## config.mk

```make
export PLATFORM = sky130hd
export DESIGN_NAME = mem_responder_flat
export DESIGN_NICKNAME = d
export VERILOG_FILES = /design/src/rtl/mem_responder_if.sv /design/src/rtl/mem_responder.sv /design/src/flat_wrapper.sv
export SDC_FILE = /design/constraint.sdc
export NUM_CORES = 1
export LEC_CHECK = 0
export ABC_CLOCK_PERIOD_IN_PS = 7900
export CORE_MARGIN = 2
export CORE_UTILIZATION = 50
export CTS_BUF_LIST = sky130_fd_sc_hd__clkbuf_4
export DETAILED_ROUTE_END_ITERATION = 12
export MAX_ROUTING_LAYER = met4
export PLACE_DENSITY = 0.69
export SYNTH_ARGS = -nofsm -noshare
export SYNTH_HDL_FRONTEND = slang
export SYNTH_SLANG_ARGS = --single-unit
```

## constraint.sdc

```tcl
create_clock -name clk -period 7.9 [get_ports clk]
set_clock_uncertainty 0.2 [all_clocks]
set_input_delay 1.185 -clock clk [delete_from_list [all_inputs] [get_ports clk]]
set_output_delay 1.185 -clock clk [all_outputs]
set_load 0.02 [all_outputs]
```

## src/rtl/mem_responder_if.sv

```systemverilog
// Request/acknowledge bundle between the control unit (master) and the memory responder (slave).
interface mem_responder_if #(
    parameter int DW = 8,
    parameter int AW = 4
);
    logic          enmem;
    logic          wrmem;
    logic [AW-1:0] addr;
    logic [DW-1:0] wdata;
    logic [DW-1:0] rdata;
    logic          ready;
    logic          busy;
    logic [7:0]    ntrans;

    modport master (
        output enmem, wrmem, addr, wdata,
        input  rdata, ready, busy, ntrans
    );

    modport slave (
        input  enmem, wrmem, addr, wdata,
        output rdata, ready, busy, ntrans
    );
endinterface

```

## src/rtl/mem_responder.sv

```systemverilog
// Memory-side responder: latches one request, waits WAIT_CYCLES+1 cycles, completes it
// against an internal register array, then pulses ready for one cycle.
module mem_responder #(
    parameter int DW          = 8,
    parameter int AW          = 4,
    parameter int WAIT_CYCLES = 2
) (
    input  logic             clk,
    input  logic             rst,
    mem_responder_if.slave   bus
);
    typedef enum logic [1:0] {
        S_IDLE = 2'd0,
        S_WAIT = 2'd1,
        S_DONE = 2'd2
    } state_e;

    localparam int             DEPTH     = 2 ** AW;
    localparam logic [3:0]     WAIT_INIT = 4'(WAIT_CYCLES);

    state_e        state_q;
    logic [3:0]    cnt_q;
    logic          wr_q;
    logic [AW-1:0] addr_q;
    logic [DW-1:0] wdata_q;
    logic [DW-1:0] rdata_q;
    logic          ready_q;
    logic          busy_q;
    logic [7:0]    ntrans_q;
    logic [DW-1:0] mem_q [DEPTH];

    // Request fields are latched at acceptance; bus inputs are ignored until back in IDLE.
    always_ff @(posedge clk or posedge rst) begin
        if (rst) begin
            state_q  <= S_IDLE;
            cnt_q    <= '0;
            wr_q     <= 1'b0;
            addr_q   <= '0;
            wdata_q  <= '0;
            rdata_q  <= '0;
            ready_q  <= 1'b0;
            busy_q   <= 1'b0;
            ntrans_q <= '0;
            // NOTE: the array is reset on purpose so reads after reset return 0; this forces flops, not RAM.
            for (int i = 0; i < DEPTH; i++) begin
                mem_q[i] <= '0;
            end
        end else begin
            unique case (state_q)
                S_IDLE: begin
                    if (bus.enmem) begin
                        wr_q    <= bus.wrmem;
                        addr_q  <= bus.addr;
                        wdata_q <= bus.wdata;
                        cnt_q   <= WAIT_INIT;
                        busy_q  <= 1'b1;
                        state_q <= S_WAIT;
                    end
                end
                S_WAIT: begin
                    if (cnt_q == 4'd0) begin
                        if (wr_q) begin
                            mem_q[addr_q] <= wdata_q;
                        end else begin
                            rdata_q <= mem_q[addr_q];
                        end
                        ntrans_q <= ntrans_q + 8'd1;
                        ready_q  <= 1'b1;
                        state_q  <= S_DONE;
                    end else begin
                        cnt_q <= cnt_q - 4'd1;
                    end
                end
                S_DONE: begin
                    ready_q <= 1'b0;
                    busy_q  <= 1'b0;
                    state_q <= S_IDLE;
                end
                default: begin
                    ready_q <= 1'b0;
                    busy_q  <= 1'b0;
                    state_q <= S_IDLE;
                end
            endcase
        end
    end

    assign bus.rdata  = rdata_q;
    assign bus.ready  = ready_q;
    assign bus.busy   = busy_q;
    assign bus.ntrans = ntrans_q;
endmodule

```

## src/flat_wrapper.sv

```systemverilog
// flat-port wrapper written by rule: the top's interface ports become plain ports
module mem_responder_flat 
#(
    parameter int DW          = 8,
    parameter int AW          = 4,
    parameter int WAIT_CYCLES = 2
)
  (clk, rst, bus_enmem, bus_wrmem, bus_addr, bus_wdata, bus_rdata, bus_ready, bus_busy, bus_ntrans);
  mem_responder_if #(.DW(DW), .AW(AW)) bus_i ();
  input  logic clk;
  input  logic rst;
  input wire logic [$bits(bus_i.enmem)-1:0] bus_enmem;
  input wire logic [$bits(bus_i.wrmem)-1:0] bus_wrmem;
  input wire logic [$bits(bus_i.addr)-1:0] bus_addr;
  input wire logic [$bits(bus_i.wdata)-1:0] bus_wdata;
  output wire logic [$bits(bus_i.rdata)-1:0] bus_rdata;
  output wire logic [$bits(bus_i.ready)-1:0] bus_ready;
  output wire logic [$bits(bus_i.busy)-1:0] bus_busy;
  output wire logic [$bits(bus_i.ntrans)-1:0] bus_ntrans;
  assign bus_i.enmem = bus_enmem;
  assign bus_i.wrmem = bus_wrmem;
  assign bus_i.addr = bus_addr;
  assign bus_i.wdata = bus_wdata;
  assign bus_rdata = bus_i.rdata;
  assign bus_ready = bus_i.ready;
  assign bus_busy = bus_i.busy;
  assign bus_ntrans = bus_i.ntrans;
  mem_responder #(.DW(DW), .AW(AW), .WAIT_CYCLES(WAIT_CYCLES)) u_core (.clk(clk), .rst(rst), .bus(bus_i));
endmodule
```

Yosys cells after proc, flatten, opt, wreduce, memory -nomap -nowiden
Index checks and enable logic that the tools add are counted.

cells by class
  equal/unequal tests = 4
  bitwise operators = 4
  mux-type cells = 16
  $lt $le $gt $ge = 2
  add/sub/neg operators = 2
  multiply operators = 0
  divide/modulo/power cells = 0
  reductions and logical operators = 12
  shift-type cells = 0

operator list
  operator             number
  $bwmux 128           1
  $bmux 8 s4           1
  $demux 8 s4          1
  $mux 8               3
  $reduce_and 2->1     5
  $reduce_and 3->1     3
  $add 8x1->8 const B  1
  $mux 4               2
  $pmux 4 s2           1
  $ge 5x5->1 const B   1
  $lt 5x1->1 const B   1
  $not 4->5            1
  $logic_not 4->1      1
  $mux 2               2
  $ne 2x2->1 const B   2
  $pmux 1 s2           2
  $pmux 2 s2           1
  $sub 4x1->4 const B  1
  $not 1->1            3
  $eq 2x1->1 const B   1
  $logic_not 2->1      1
  $mux 1               2
  $ne 2x1->1 const B   1
  $reduce_bool 2->1    1
  $logic_and 1x1->1    1

word-level totals
  latch bits = 0
  logic and storage cells = 65
  register bits = 165
  output and inout port bits = 18
  RAM bits = 0
  bits of input ports = 16
  memory bits (read-only) = 0
  memories = 0

Longest topological paths before layout
  word-level depth = 6
  depth in mapped cells = 7
  mapped depth without buffers = 7

Least setup slack after synthesis
Ideal clock, no wire load.

  path type = input to register
  from = input bus_enmem
  to = register u_core.addr_q[0]
  buffers on the path = 1
  arrival = 2.291 ns
  data required time = 7.575 ns
  setup time = 0.125 ns
  setup slack = 5.284 ns
  stages = 3
  path through = nor3b_2 > clkbuf_1 > mux2_2

on the way
  word-level cells in the longest chain between the ends = 1

RTL lines
  what                               line                 RTL
  from (decl)                        flat_wrapper.sv:12   input wire logic [$bits(bus_i.enmem)-1:0] bus_enmem;
  $reduce_and 2->1 (no source line)  n/a
  to (signal assigned)               mem_responder.sv:53  addr_q <= bus.addr;
  to (decl)                          mem_responder.sv:24  logic [AW-1:0] addr_q;

No other way between the ends.
A chain may end at the register's enable or synchronous reset.

Final worst setup path
  from = register u_core.ntrans_q[0] (netlist: u_core.bus.ntrans[0])
  to = output bus_ntrans[0]

RTL lines
  what                    line                 RTL
  from (decl)             mem_responder.sv:29  logic [7:0] ntrans_q;
  from (signal assigned)  mem_responder.sv:67  ntrans_q <= ntrans_q + 8'd1;
  to (decl)               flat_wrapper.sv:19   output wire logic [$bits(bus_i.ntrans)-1:0] bus_ntrans;

No word-level cell between the ends.

==> impl_metrics.tcl <==
set metrics [dict create \
    fin_cells 696 \
    pwr-share-comb 0.321 \
    place_congestion 0.715 \
    fin_crit_sh 0.388 \
    clk_pin_slew_ns 0.13 \
    design_area_um2 8060 \
    slew_headroom 0.342 \
    post_cts_buffers 0 \
    power_frac_clock 0.180 \
    fmax_ghz 0.326 \
    cts_tree "done" \
    via_per_inst 5.85 \
    crit_family "buffers and inverters" \
    syn_nets 487 \
    critPathMaxFanout 6 \
    area_delta_synth_final_pct 10.7 \
    p_per_area_nw_per_um2 358 \
    antenna_left 0 \
    cts.path.max_buffers 2 \
    synth_area_per_cell_um2 15.6 \
    num_rows 44 \
    final_max_slew_viol_count 0 \
    power_leakage_nw 3.77 \
    drc 0 \
    drtIter0Drc 138 \
    crit_type "register to output port" \
    p_int_mw 1.93 \
    syn_inst 468 \
    finalSetupViolations 0 \
    hold_buffers 0 \
    die_x_um 125 \
    antenna_found_initial 0 \
    rrSetupSlack_ns 5.02 \
    detailed_place_hpwl_um 9180 \
    dr.pass1.iters 4 \
    final_common_cell "dfrtp_1" \
    worstMarginPinSlew_ns 0.987 \
    grt_overflow_total 0 \
    max_cap_viol_count 0 \
    rsz0062_at_grt "false" \
    syn_area_um2 7280 \
    hold_violations 0 \
    root_buffer "clkbuf_4" \
    holdWs_ns 0.294 \
    p_seq_frac 0.500 \
    grt_first_pass_wirelength_um 23600 \
    min_path_type "register to register" \
    status "finished, final reports clean" \
    grt_max_degree 106 \
    power_mw 2.89 \
    p_sw_uw 961 \
    ir_worst_vdd_mv 0.163 \
    grt_usage 0.207 \
    yosys_warnings 0 \
    synth.distinct_cells 32 \
    layout-drive-gt1-share 0.438 \
    tns_ns 0 \
    routed_wl_um 14700 \
    crit_path_max_incr_delay_ns 0.64 \
    port_buffers 33 \
    wl_per_cell_um 21.2 \
    required_ns 6.51 \
    numCtsBuffers 17 \
    start_kind "register" \
    cp-end-kind "output port" \
    htreeDepth 4 \
    cp_cell_sequence "clkdlybuf4s50_1" \
    vias 4075 \
    yosysSeqAreaShare 0.567 \
    core_um2 14400 \
    cts_sinks 165 \
    swShare 0.333 \
    antenna_cells 0 \
    cp_data_arrival_time_ns 1.68 \
    place_area_um2 7760 \
    io_pins 34 \
    final_cell_mix "164 x dfrtp_1, 141 x mux2_2, 33 x clkdlybuf4s50_1, 32 x mux4_2, 17 x clkbuf_4" \
    synth.ff_latch_count 165 \
    layout.nets 519 \
    cts_resized 0 \
    die-area_um2 15500 \
    grt_pass1_vias 4392 \
    start_util 0.507 \
    placedCellCount 665 \
    path_buf_inv 1 \
    clock_latency_ns 0.57 \
    cp_slowest_cell "clkdlybuf4s50_1" \
    chipHeight_um 125 \
    period_minus_slack_ns 3.07 \
]
[final cells by class]
| class | count | area (um^2) |
|---|---|---|
| fill | 1145 | 6310 |
| sequential | 165 | 4130 |
| multi-input combinational | 274 | 3020 |
| timing repair buffer | 37 | 360 |
| tap | 184 | 230 |
| clock inverter | 14 | 166 |
| clock buffer | 17 | 128 |
| inverter | 5 | 23.8 |
[logic make-up after synthesis]
kind of cell | synth area share
fa+ha+maj | 0.00516
buf+inv | 0.0182
mux | 0.328
simple gates | 0.0428
flops | 0.567
xor+xnor | 0.0108
compound gates | 0.0280
[stage by stage]
stage / setup slack [ns] / utilization
after floorplan: 2.05 / -
after global placement: 4.56 / 0.540
after detailed placement: 4.48 / 0.540
after CTS: 4.79 / 0.561
after global routing: 4.76 / 0.561
final: 4.83 / 0.561
[layer usage]
layer / up-vias / GRT usage / wire [um]
li1: 1799 / - / -
met1: 2169 / 0.256 / 6330
met2: 83 / 0.338 / 7510
met3: 24 / 0.0442 / 607
met4: 0 / 0.0767 / 275
met5: - / - / 0
[synth_stat cells (all sizes together)]
library cell  instances  area, um^2
buf                  19        95.1
o22ai                 8        50.1
nand2b                2        12.5
nand4                 8        50.1
or3b                  1        8.76
or2                   1        6.26
a31oi                 1        6.26
nor3                  1        5.00
and4                  1        8.76
mux4                 32         721
xor2                  2        17.5
o21ai                 1        5.00
nor2                 20         115
nand3                 3        15.0
xnor2                 7        61.3
nand3b                1        7.51
nor2b                 3        18.8
inv                   5        18.8
a211oi                8        60.1
ha                    3        37.5
nor3b                 2        25.0
nand2                 7        26.3
clkbuf                5        18.8
a21o                 11        82.6
and2                  1        6.26
dfrtp               165        4130
mux2                141        1590
mux2i                 8        80.1
and3                  1        6.26
[power by group through the flow]
stage / sequential (mW) / combinational, mW / clock [mW]
2_1_floorplan: 1.35 / 0.763 / 0
3_3_place_gp: 1.43 / 0.908 / 0
3_5_place_dp: 1.46 / 0.939 / 0
4_1_cts: 1.44 / 0.942 / 0.531
5_1_grt: 1.50 / 0.998 / 0.568
6_report: 1.44 / 0.925 / 0.519
[registers in the layout, indices dropped and copies added, names as in the netlist]
| signal | cells |
|---|---|
| u_core.wr_q | 1 |
| u_core.mem_q | 128 |
| u_core.state_q | 2 |
| u_core.bus.ready | 1 |
| u_core.wdata_q | 8 |
| u_core.addr_q | 4 |
| u_core.bus.busy | 1 |
| u_core.bus.rdata | 8 |
| u_core.cnt_q | 4 |
| u_core.bus.ntrans | 8 |
[final timing paths]
path,start,endpoint,cells after the start
max,u_core.bus.ntrans[0]$_DFFE_PP0P_,bus_ntrans[0],1
min,u_core.bus.ntrans[7]$_DFFE_PP0P_,u_core.bus.ntrans[7]$_DFFE_PP0P_,1
max reg2reg,u_core.state_q[1]$_DFFE_PP0P_,u_core.mem_q[120]$_DFFE_PP0P_,4
min reg2reg,u_core.bus.ntrans[7]$_DFFE_PP0P_,u_core.bus.ntrans[7]$_DFFE_PP0P_,1
max in group asynchronous,rst,u_core.mem_q[116]$_DFFE_PP0P_,3
min in group asynchronous,rst,u_core.mem_q[25]$_DFFE_PP0P_,2
(Power assumes the default switching activity.)
